$ cat config.mk
export PLATFORM = sky130hd
export DESIGN_NAME = conv_seq_ctrl_flat
export DESIGN_NICKNAME = d
export VERILOG_FILES = /design/src/rtl/conv_seq_ctrl_pkg.sv /design/src/rtl/conv_seq_ctrl_if.sv /design/src/rtl/conv_seq_lane_fmt.sv /design/src/rtl/conv_seq_ctrl.sv /design/src/flat_wrapper.sv
export SDC_FILE = /design/constraint.sdc
export NUM_CORES = 1
export LEC_CHECK = 0
export ABC_AREA = 1
export CORE_AREA = 5 5 199 201
export DETAILED_ROUTE_END_ITERATION = 12
export DIE_AREA = 0 0 204 206
export PLACE_DENSITY = 0.59
export SETUP_SLACK_MARGIN = 0.4
export SYNTH_ARGS = -nofsm -noshare
export SYNTH_HDL_FRONTEND = slang
export SYNTH_SLANG_ARGS = --single-unit
$ cat constraint.sdc
create_clock -name clk -period 23.2 [get_ports clk]
set_input_delay 6.96 -clock clk [delete_from_list [all_inputs] [get_ports clk]]
set_output_delay 6.96 -clock clk [all_outputs]
set_load 0.005 [all_outputs]
$ cat src/rtl/conv_seq_ctrl_pkg.sv
// rtl/conv_seq_ctrl_pkg.sv - shared widths, state encoding and saturation limits for conv_seq_ctrl
// Build option CONV_SEQ_SAT_EN selects 8-bit saturating pixel output in conv_seq_lane_fmt.
package conv_pkg;

   localparam int TAPS   = 9;
   localparam int ACC_W  = 32;
   localparam int FRAC_W = 10;
   localparam int OUT_W  = ACC_W - FRAC_W;
   localparam int BEAT_W = $clog2(TAPS);
   localparam int TILE_W = 16;

   localparam logic [OUT_W-1:0] SAT_MIN = '0;
   localparam logic [OUT_W-1:0] SAT_MAX = OUT_W'(255);

   typedef enum logic [2:0] {
      ST_IDLE,
      ST_WAIT,
      ST_MAC,
      ST_DRAIN,
      ST_HOLD
   } state_e;

endpackage

$ cat src/rtl/conv_seq_ctrl_if.sv
// rtl/conv_seq_ctrl_if.sv - pixel-in, datapath and result-out handshake bundle for conv_seq_ctrl
// master is the sequencer side; slave is the fetch/datapath/writer side.
interface conv_seq_ctrl_if
   import conv_pkg::*;
   ();

   logic                    in_valid;
   logic                    in_ready;
   logic                    dp_reset;
   logic [TAPS*ACC_W-1:0]   dp_acc;
   logic                    out_valid;
   logic                    out_ready;
   logic [TAPS*OUT_W-1:0]   out_data;

   modport master (
      input  in_valid, dp_acc, out_ready,
      output in_ready, dp_reset, out_valid, out_data
   );

   modport slave (
      output in_valid, dp_acc, out_ready,
      input  in_ready, dp_reset, out_valid, out_data
   );

endinterface

$ cat src/rtl/conv_seq_lane_fmt.sv
// rtl/conv_seq_lane_fmt.sv - one accumulator lane to integer pixel, truncating shift
// CONV_SEQ_SAT_EN defined: clamp to unsigned 8-bit; undefined: raw two's-complement integer part.
module conv_seq_lane_fmt
   import conv_pkg::*;
(
   input  logic [ACC_W-1:0] acc_i,
   output logic [OUT_W-1:0] pix_o
);

   logic [OUT_W-1:0]  int_part;
   logic              unused_frac;

   assign int_part    = acc_i[ACC_W-1:FRAC_W];
   assign unused_frac = ^acc_i[FRAC_W-1:0];

`ifdef CONV_SEQ_SAT_EN
   // Sign bit wins first so large negatives never compare as "above 255".
   always_comb begin
      pix_o = int_part;
      if (acc_i[ACC_W-1]) begin
         pix_o = SAT_MIN;
      end else if (int_part > SAT_MAX) begin
         pix_o = SAT_MAX;
      end
   end
`else
   assign pix_o = int_part;
`endif

endmodule

$ cat src/rtl/conv_seq_ctrl.sv
// rtl/conv_seq_ctrl.sv - 3x3 convolution tile sequencer: beat/tile counting, result capture, handoff
// Output formatting depends on CONV_SEQ_SAT_EN (see conv_seq_lane_fmt).
module conv_seq_ctrl
   import conv_pkg::*;
(
   input  logic              clk,
   input  logic              reset,
   input  logic              start,
   input  logic [TILE_W-1:0] tile_count,
   output logic              busy,
   output logic              done,
   output logic              err_underrun,
   conv_seq_ctrl_if.master   bus
);

   state_e                  state_q, state_d;
   logic [BEAT_W-1:0]       beat_q, beat_d;
   logic [TILE_W-1:0]       tiles_q, tiles_d;
   logic                    busy_q, busy_d;
   logic                    done_q, done_d;
   logic                    err_q, err_d;
   logic                    in_ready_q, in_ready_d;
   logic                    dp_reset_q, dp_reset_d;
   logic                    out_valid_q, out_valid_d;
   logic [TAPS*OUT_W-1:0]   out_data_q, out_data_d;
   logic [TAPS*OUT_W-1:0]   fmt_data;

   for (genvar g = 0; g < TAPS; g++) begin : g_lane
      conv_seq_lane_fmt u_fmt (
         .acc_i (bus.dp_acc[g*ACC_W +: ACC_W]),
         .pix_o (fmt_data[g*OUT_W +: OUT_W])
      );
   end

   always_comb begin
      state_d    = state_q;
      beat_d     = beat_q;
      tiles_d    = tiles_q;
      err_d      = err_q;
      done_d     = 1'b0;
      out_data_d = out_data_q;

      case (state_q)
         ST_IDLE: begin
            if (start) begin
               if (tile_count != '0) begin
                  tiles_d = tile_count;
                  err_d   = 1'b0;
                  state_d = ST_WAIT;
               end else begin
                  done_d  = 1'b1;
               end
            end
         end
         ST_WAIT: begin
            if (bus.in_valid) begin
               beat_d  = '0;
               state_d = ST_MAC;
            end
         end
         ST_MAC: begin
            // A gap mid-tile poisons the accumulators; restart the whole tile.
            if (bus.in_valid) begin
               if (beat_q == BEAT_W'(TAPS-1)) begin
                  state_d = ST_DRAIN;
               end else begin
                  beat_d  = beat_q + 1'b1;
               end
            end else begin
               err_d   = 1'b1;
               beat_d  = '0;
               state_d = ST_WAIT;
            end
         end
         ST_DRAIN: begin
            out_data_d = fmt_data;
            state_d    = ST_HOLD;
         end
         ST_HOLD: begin
            if (bus.out_ready) begin
               tiles_d = tiles_q - 1'b1;
               if (tiles_q == TILE_W'(1)) begin
                  done_d  = 1'b1;
                  state_d = ST_IDLE;
               end else begin
                  state_d = ST_WAIT;
               end
            end
         end
         default: begin
            state_d = ST_IDLE;
         end
      endcase

      // Outputs are registered copies of the next-state decode, so they align with state_q.
      busy_d      = (state_d != ST_IDLE);
      in_ready_d  = (state_d == ST_MAC);
      dp_reset_d  = !((state_d == ST_MAC) || (state_d == ST_DRAIN));
      out_valid_d = (state_d == ST_HOLD);
   end

   always_ff @(posedge clk or posedge reset) begin
      if (reset) begin
         state_q     <= ST_IDLE;
         beat_q      <= '0;
         tiles_q     <= '0;
         busy_q      <= 1'b0;
         done_q      <= 1'b0;
         err_q       <= 1'b0;
         in_ready_q  <= 1'b0;
         dp_reset_q  <= 1'b1;
         out_valid_q <= 1'b0;
         out_data_q  <= '0;
      end else begin
         state_q     <= state_d;
         beat_q      <= beat_d;
         tiles_q     <= tiles_d;
         busy_q      <= busy_d;
         done_q      <= done_d;
         err_q       <= err_d;
         in_ready_q  <= in_ready_d;
         dp_reset_q  <= dp_reset_d;
         out_valid_q <= out_valid_d;
         out_data_q  <= out_data_d;
      end
   end

   assign busy          = busy_q;
   assign done          = done_q;
   assign err_underrun  = err_q;
   assign bus.in_ready  = in_ready_q;
   assign bus.dp_reset  = dp_reset_q;
   assign bus.out_valid = out_valid_q;
   assign bus.out_data  = out_data_q;

endmodule
$ cat src/flat_wrapper.sv
// flat-port wrapper written by rule: the top's interface ports become plain ports
module conv_seq_ctrl_flat import conv_pkg::*;
  (clk, reset, start, tile_count, busy, done, err_underrun, bus_in_valid, bus_dp_acc, bus_out_ready, bus_in_ready, bus_dp_reset, bus_out_valid, bus_out_data);
  conv_seq_ctrl_if bus_i ();
  input  logic clk;
  input  logic reset;
  input  logic start;
  input  logic [TILE_W-1:0] tile_count;
  output logic busy;
  output logic done;
  output logic err_underrun;
  input wire logic [$bits(bus_i.in_valid)-1:0] bus_in_valid;
  input wire logic [$bits(bus_i.dp_acc)-1:0] bus_dp_acc;
  input wire logic [$bits(bus_i.out_ready)-1:0] bus_out_ready;
  output wire logic [$bits(bus_i.in_ready)-1:0] bus_in_ready;
  output wire logic [$bits(bus_i.dp_reset)-1:0] bus_dp_reset;
  output wire logic [$bits(bus_i.out_valid)-1:0] bus_out_valid;
  output wire logic [$bits(bus_i.out_data)-1:0] bus_out_data;
  assign bus_i.in_valid = bus_in_valid;
  assign bus_i.dp_acc = bus_dp_acc;
  assign bus_i.out_ready = bus_out_ready;
  assign bus_in_ready = bus_i.in_ready;
  assign bus_dp_reset = bus_i.dp_reset;
  assign bus_out_valid = bus_i.out_valid;
  assign bus_out_data = bus_i.out_data;
  conv_seq_ctrl u_core (.clk(clk), .reset(reset), .start(start), .tile_count(tile_count), .busy(busy), .done(done), .err_underrun(err_underrun), .bus(bus_i));
endmodule
==> results of run 1 <==
[cell type report]
type	instances	share of cell area
flip-flops and latches	227	0.382
well taps	511	0.0430
inverters	28	0.00757
clock inverters	9	0.00757
repair buffers	426	0.286
clock buffers	38	0.0536
multi-input cells	423	0.220
[path summary, 6_finish.rpt]
check	endpoint	slack [ps]	cells after the start
max in group asynchronous	u_core.bus.out_data[65]	14810	3
worst max-delay path	bus_dp_reset	14670	1
min in group asynchronous	u_core.bus.out_data[110]	6980	2
worst min-delay path	u_core.err_underrun	490	2
worst min register to register	u_core.err_underrun	490	2
worst max register to register	u_core.bus.out_data[108]	19800	4
[cells in the mapped netlist]
cell | count | area, sq um
buf_4 | 20 | 150
dfrtp_1 | 226 | 5660
nand3b_1 | 4 | 30.0
nand3_1 | 19 | 95.1
clkbuf_1 | 1 | 3.75
a21oi_1 | 2 | 10.0
nand4_1 | 5 | 31.3
nor2_2 | 3 | 18.8
o21ai_4 | 1 | 16.3
nor2_1 | 49 | 184
xor2_1 | 2 | 17.5
inv_2 | 5 | 18.8
nand3_2 | 2 | 20.0
o21ai_1 | 3 | 15.0
o21bai_1 | 3 | 22.5
xnor2_1 | 1 | 8.76
ha_1 | 4 | 50.1
nand2_4 | 1 | 11.3
mux2_2 | 198 | 2230
o21ai_0 | 15 | 75.1
buf_6 | 2 | 22.5
inv_1 | 23 | 86.3
nand2_1 | 109 | 409
o22ai_1 | 1 | 6.26
a31oi_1 | 1 | 6.26
buf_2 | 4 | 20.0
dfstp_2 | 1 | 26.3
[registers in the layout, indices dropped and copies added, names as in the netlist]
name,flops
u_core.busy,1
u_core.bus.out_valid,1
u_core.state_q,3
u_core.done,1
u_core.bus.out_data,198
u_core.bus.in_ready,1
u_core.beat_q,4
u_core.bus.dp_reset,1
u_core.tiles_q,16
u_core.err_underrun,1
[stage by stage]
step / std cells / hold slack [ps] / power (mW) / setup WS (ps) / instance area (sq um)
CTS: 1662 / 498 / 1.99 / 14620 / 14900
finish: 1662 / 492 / 1.95 / 14670 / 14900
global placement: 1615 / 479 / 1.53 / 14150 / 14000
global route: 1662 / 509 / 2.08 / 14520 / 14900
floorplan: 705 / 476 / 1.04 / 10020 / 9240
detailed placement: 1615 / 481 / 1.55 / 14140 / 14000
[where the power goes]
part	switching (mW)	total, mW	leakage, nW	internal, mW
Combinational	0.288	0.821	3.11	0.533
Clock	0.168	0.429	0.452	0.261
Sequential	0.108	0.705	2.67	0.597
Total	0.564	1.95	6.24	1.39
[logic make-up (layout without fill, tap and decap cells)]
family | after synthesis | after routing | synth area share
flops | 227 | 227 | 0.615
mux | 198 | 198 | 0.241
simple gates | 192 | 192 | 0.0865
buf+inv | 55 | 501 | 0.0326
compound gates | 26 | 26 | 0.0164
fa+ha+maj | 4 | 4 | 0.00542
xor+xnor | 3 | 3 | 0.00284
[worst reg2reg max path: stages (launching register included)]
cell and delay, ps:
dfrtp_1 440, nand3_4 620, buf_4 800, buf_4 920, mux2_2 490
[per-layer routing]
metal | vias to the layer above | share of wire
li1 | 3237 | -
met1 | 3340 | 0.40
met2 | 271 | 0.48
met3 | 40 | 0.099
met4 | 2 | 0.020
met5 | - | 0.00046
==> results.toml, run 1 <==
[worst_setup_path]
reg2reg_from = "u_core.state_q[0]"
cp_max_fo = 1
required_ps = 16240
cp.arrival_ps = 1570
cp-start-kind = "flip-flop"
cp_slowest_cell = "dfstp_2"
cp_slowest_stage_delay_ps = 520
crit_path_end_kind = "primary output"
crit_chain = "clkdlybuf4s50_1"
cp_top_family = "flip-flops"
worstSetupStartpoint = "u_core.bus.dp_reset"
crit_buf_inv = 1
crit_type = "flip-flop to primary output"

[grt]
antenna_found_initial = 1
grt.total_usage = 0.127
grt_max_degree = 101
grt_pass1_wl_microns = 42700
met2_usage = 0.216
grtUsageMet1 = 0.155
met3_usage = 0.0485
busiest_layer = "met2"
grt_pass1_vias = 7266
overflow = 0

[timing]
finalCriticalPeriod_ps = 8530
grt_setup_unrepaired = "false"
finalSetupViolCount = 0
hold_viol = 0
setup-tns-final_ps = 0
worstMarginPinSlew_ps = 1020
min_period_over_period = 0.368
slew_headroom = 0.320
fin_skew_ps = 7.58
maxSlewViolCount = 0
fmax_mhz = 117

[logic_synthesis]
postSynthAreaPerCell_sq_um = 13.1
synth_seq_area_share = 0.615
netlist_area_sq_um = 9240
synth_nets = 1018
ys_ff_latch = 227
yosysWarnings = 0
synthCells = 705
synth_cell_types = 27

[drt]
remaining_drc_errors = 0
dr.pass1.iters = 4
vias_per_cell = 4.15
vias = 6890
routed_wl_microns = 28500
antenna_left = 0
drt_iter0_markers = 268
post_drt_wl_per_cell_microns = 17.2

[placed_design]
dp_hpwl_microns = 21200
gp_congestion = 0.800
portBuffers = 422

[clocking]
ctsRootBufferMaster = "clkbuf_16"
h-tree-depth = 1
post_cts_resized = 0
postCtsHoldBufs = 0
cts_tree = "done"
clkTransAtPathRegs_ps = 60
cts_inserted_buffers = 27
cts_setup_buffers = 0
cts_buffer_depth = 3
clock-sinks = 227
clk-insertion-delay-late_ps = 540

[finish]
final_core_util = 0.398
diodes = 0
nets = 1446
fillers = 3585
area_growth_pct = 60.9
drive_above_1_share = 0.227
seqCellArea_sq_um = 5680
multiInputGateArea_sq_um = 3270
final_common_cell = "clkdlybuf4s50_1"
layout_common_cells = "clkdlybuf4s50_1 (422), dfrtp_1 (226), mux2_2 (198), nand2_1 (109), nor2_1 (49)"

[power]
ir_worst_vdd_v = 0.0000674
leakagePower_nw = 6.24
power_density_nw_per_um2 = 131

[floorplanning]
die_h_microns = 206
dieArea_sq_um = 42000
row_count = 71
fp.dieW_microns = 204
initial_core_util = 0.247
coreArea_sq_um = 37400
ios = 513

[hold_path]
hp-start = "u_core.err_underrun"
hold_class = "flip-flop to flip-flop"

[run_status]
outcome = "finished clean"

[flow_run]
maxCapViolations = 0
(Power assumes the default switching activity.)
==> run 2, diff against run 1 <==
CORE_AREA = 5 5 196 198   (was 5 5 199 201)
DIE_AREA = 0 0 201 203   (was 0 0 204 206)
PLACE_DENSITY = 0.61   (was 0.59)
clock period = 7.9 ns   (was 23.2 ns; I/O delays follow)
==> run 2 against run 1 <==
Against the previous run: worst setup slack worse by 11000 ps; clock power grew to 3.0 times the previous value; via count shrank 0.38%; register-to-register slack lost 14000 ps; count of clock-buffer cells in the layout increased by 3; core utilization is 1.1 points higher; sequential power rose to 2.9 times the previous value.
==> results.toml, run 2 (synthesis gave the netlist of run 1 again) <==
[clocking]
clk-insertion-delay-late_ps = 540
postCtsHoldBufs = 0
clkTransAtPathRegs_ps = 60
cts_tree = "done"
ctsRootBufferMaster = "clkbuf_16"
cts_inserted_buffers = 27
post_cts_resized = 0
cts_buffer_depth = 3
cts_setup_buffers = 0
h-tree-depth = 1
clock-sinks = 227

[timing]
maxSlewViolCount = 0
fmax_mhz = 254
min_period_over_period = 0.499
setup-tns-final_ps = 0
fin_skew_ps = 18.6
worstMarginPinSlew_ps = 1090
grt_setup_unrepaired = "false"
slew_headroom = 0.270
hold_viol = 0
finalSetupViolCount = 0
finalCriticalPeriod_ps = 3940

[worst_setup_path]
crit_path_end_kind = "primary output"
cp_top_family = "buffers and inverters"
cp_slowest_cell = "clkdlybuf4s50_1"
cp-start-kind = "flip-flop"
crit_chain = "clkdlybuf4s50_1"
crit_buf_inv = 1
cp_slowest_stage_delay_ps = 520
required_ps = 5530
cp.arrival_ps = 1570
cp_max_fo = 1
crit_type = "flip-flop to primary output"

[grt]
grt_max_degree = 180
overflow = 0
antenna_found_initial = 0
grt.total_usage = 0.129
grt_pass1_wl_microns = 42600
grt_pass1_vias = 7373

[flow_run]
maxCapViolations = 0

[finish]
largest_register_ffs = 198
fillers = 3446
drive_above_1_share = 0.225
area_growth_pct = 60.6
nets = 1446
seqCellArea_sq_um = 5680
final_cells = 1620
diodes = 0
fin_area_sq_um = 14800
multiInputGateArea_sq_um = 3270
final_common_cell = "clkdlybuf4s50_1"
layout_common_cells = "clkdlybuf4s50_1 (422), dfrtp_1 (226), mux2_2 (198), nand2_1 (109), nor2_1 (49)"

[placed_design]
portBuffers = 422
gp_congestion = 0.739
place_area_sq_um = 13900
dp_hpwl_microns = 20300
dp.cells = 1572

[floorplanning]
fp.dieW_microns = 201
initial_core_util = 0.254
coreArea_sq_um = 36300
die_h_microns = 203
ios = 513
dieArea_sq_um = 40800
row_count = 70

[drt]
remaining_drc_errors = 0
drt_iter0_markers = 216
dr.pass1.iters = 4
vias_per_cell = 4.24
routed_wl_microns = 27300
antenna_left = 0
vias = 6864
post_drt_wl_per_cell_microns = 16.9

[power]
total_power_mw = 5.74
leakagePower_nw = 6.24
ir_worst_vdd_v = 0.000164
power_density_nw_per_um2 = 387

[run_status]
outcome = "finished clean"

[hold_path]
hold_class = "flip-flop to flip-flop"
## run 2: cell count changes in the layout (fill, tap and decap cells not counted), sizes merged
cell	change
bufinv	+1
clkbuf	+3
clkinv	-3
clkinvlp	+1
inv	-1
## run 2: cell type report
cell class | count | area share
Clock buffer | 41 | 0.0545
Clock inverter | 7 | 0.00809
Inverter | 28 | 0.00733
Multi-Input combinational cell | 423 | 0.220
Sequential cell | 227 | 0.383
Tap cell | 468 | 0.0395
Timing Repair Buffer | 426 | 0.287
## run 2: metal layers
layer	part of all wire	GRT usage	vias to the layer above
li1	-	-	3234
met1	0.40	0.152	3320
met2	0.49	0.221	273
met3	0.091	0.0486	37
met4	0.022	0.0374	0
met5	0	0	-
## run 2: path summary, 6_finish.rpt
| path | start | endpoint | slack (ps) | cells past startpoint |
|---|---|---|---|---|
| min in group asynchronous | reset | u_core.bus.out_data[85] | 2410 | 3 |
| setup reg to reg | u_core.state_q[0] | u_core.bus.out_data[36] | 5370 | 3 |
| hold / removal | u_core.bus.out_data[49] | u_core.bus.out_data[49] | 500 | 1 |
| max in group asynchronous | reset | u_core.bus.out_data[58] | 4020 | 4 |
| hold reg to reg | u_core.bus.out_data[49] | u_core.bus.out_data[49] | 500 | 1 |
| setup / recovery | u_core.bus.dp_reset | bus_dp_reset | 3960 | 1 |
## run 2: power breakdown
group	internal, mW	switching (mW)
logic	1.56	0.831
registers	1.75	0.311
clock network	0.799	0.484
total	4.12	1.63
## run 2: per-stage QoR
stage | hold WS, ps | setup slack [ps] | util
floorplan | 476 | 2560 | -
global placement | 481 | 3480 | 0.383
detailed placement | 482 | 3490 | 0.383
CTS | 505 | 3910 | 0.408
global route | 513 | 3900 | 0.408
finish | 501 | 3960 | 0.408
==> run 3, diff against run 2 <==
CORE_AREA = 5 5 195 197   (was 5 5 196 198)
DIE_AREA = 0 0 200 202   (was 0 0 201 203)
PLACE_DENSITY = 0.64   (was 0.61)
clock period = 3.5 ns   (was 7.9 ns; I/O delays follow)
==> run 3 against run 2 <==
Against the previous run: clock power grew 110%; clock skew grew 2.2 ps; sequential share of layout area shrank 0.25 points; critical path depth is the same; sequential power grew 130%; largest power group unchanged; global-route usage shrank 0.089 points; first-iteration DRC count shrank 18%; combinational power grew 130%.
==> results.toml, run 3 (synthesis gave the netlist of run 1 again) <==
[worst_setup_path]
cp_slowest_cell = "clkdlybuf4s50_1"
cp_max_fo = 1
crit_buf_inv = 1
required_ps = 2450
r2r_cells = 4
cp.arrival_ps = 1560
crit_chain = "clkdlybuf4s50_1"
rrSetupSlack_ps = 1380
cp_slowest_stage_delay_ps = 520
cp_top_family = "buffers and inverters"
cp-start-kind = "flip-flop"
reg2reg_from = "u_core.state_q[2]"
crit_type = "flip-flop to primary output"
worstReg2RegEnd = "u_core.bus.out_data[161]"
crit_path_end_kind = "primary output"

[floorplanning]
dieArea_sq_um = 40400
coreArea_sq_um = 36100
die_h_microns = 202
ios = 513
fp.dieW_microns = 200
row_count = 70
initial_core_util = 0.256

[timing]
finalCriticalPeriod_ps = 2610
grt_setup_unrepaired = "false"
maxSlewViolCount = 0
finalSetupViolCount = 0
slew_headroom = 0.385
fmax_mhz = 384
worstMarginPinSlew_ps = 922
fin_skew_ps = 20.9
hold_viol = 0
min_period_over_period = 0.745
fin_hold_ws_ps = 502

[clocking]
post_cts_resized = 0
cts_tree = "done"
clock-sinks = 227
h-tree-depth = 1
ctsRootBufferMaster = "clkbuf_16"
clk-insertion-delay-late_ps = 540
cts_inserted_buffers = 26
postCtsHoldBufs = 0
cts_setup_buffers = 0
clkTransAtPathRegs_ps = 60
cts_buffer_depth = 3

[finish]
largest_register_ffs = 198
final_cells = 1627
final_common_cell = "clkdlybuf4s50_1"
multiInputGateArea_sq_um = 3270
nets = 1452
diodes = 0
layout_common_cells = "clkdlybuf4s50_1 (422), dfrtp_1 (226), mux2_2 (198), nand2_1 (109), nor2_1 (49)"
drive_above_1_share = 0.229
fillers = 3451
area_growth_pct = 61.7
seqCellArea_sq_um = 5680

[power]
total_power_mw = 12.9
leakagePower_nw = 6.28
power_density_nw_per_um2 = 862
ir_worst_vdd_v = 0.000502

[drt]
remaining_drc_errors = 0
routed_wl_microns = 27800
drt_iter0_markers = 177
post_drt_wl_per_cell_microns = 17.1
vias = 6919
vias_per_cell = 4.25
dr.pass1.iters = 4
antenna_left = 0

[run_status]
outcome = "finished clean"

[grt]
grt_pass1_wl_microns = 41100
grt_max_degree = 70
grt.total_usage = 0.128
overflow = 0
antenna_found_initial = 3
grt_pass1_vias = 7084

[hold_path]
whs_path_depth = 1
hold-path-endpoint = "u_core.bus.out_data[166]"
hold_class = "flip-flop to flip-flop"
hp-start = "u_core.bus.out_data[166]"

[placed_design]
dp.cells = 1579
portBuffers = 422
gp_congestion = 0.816
dp_hpwl_microns = 21200

[flow_run]
maxCapViolations = 0
run 3: how the worst max path moves through the flow:
stage | startpoint | end | slack, ps | cells past startpoint
after floorplan | reset | u_core.beat_q[0] | -520 | 1
after global placement | tile_count[15] | u_core.tiles_q[4] | 730 | 9
after detailed placement | tile_count[15] | u_core.tiles_q[4] | 690 | 9
after CTS | u_core.bus.dp_reset | bus_dp_reset | 840 | 1
after global routing | u_core.bus.dp_reset | bus_dp_reset | 810 | 1
final | u_core.bus.dp_reset | bus_dp_reset | 890 | 1
run 3: worst register-to-register path, cell delays in order (launching register included):
cell	delay [ps]
dfrtp_1	410
inv_2	130
nand3_4	640
buf_4	520
mux2_2	300
run 3: layout make-up:
class,count,area share
flip-flops and latches,227,0.380
repair buffers,433,0.295
multi-input cells,423,0.219
clock buffers,43,0.0545
well taps,468,0.0392
inverters,28,0.00729
clock inverters,5,0.00477
run 3: per-stage QoR:
| step | cell area (sq um) | TNS (ps) | setup WS, ps | utilization |
|---|---|---|---|---|
| after global placement | 14100 | 0 | 732 | 0.389 |
| after detailed placement | 14100 | 0 | 692 | 0.389 |
| final | 14900 | 0 | 893 | 0.414 |
| after floorplan | 9240 | -116430 | -515 | - |
| after global routing | 14900 | 0 | 812 | 0.414 |
| after CTS | 14900 | 0 | 844 | 0.414 |
run 3: power breakdown:
group | internal [mW] | total [mW] | switching, mW
clock network | 1.66 | 2.75 | 1.09
registers | 3.96 | 4.67 | 0.710
logic | 3.57 | 5.46 | 1.89
total | 9.19 | 12.9 | 3.69
run 3: routing by layer:
layer | track usage | share of wire | vias to the layer above
met5 | 0 | 0.00075 | -
met4 | 0.0388 | 0.028 | 4
met3 | 0.0495 | 0.12 | 45
met2 | 0.217 | 0.48 | 288
met1 | 0.150 | 0.38 | 3325
li1 | - | - | 3257
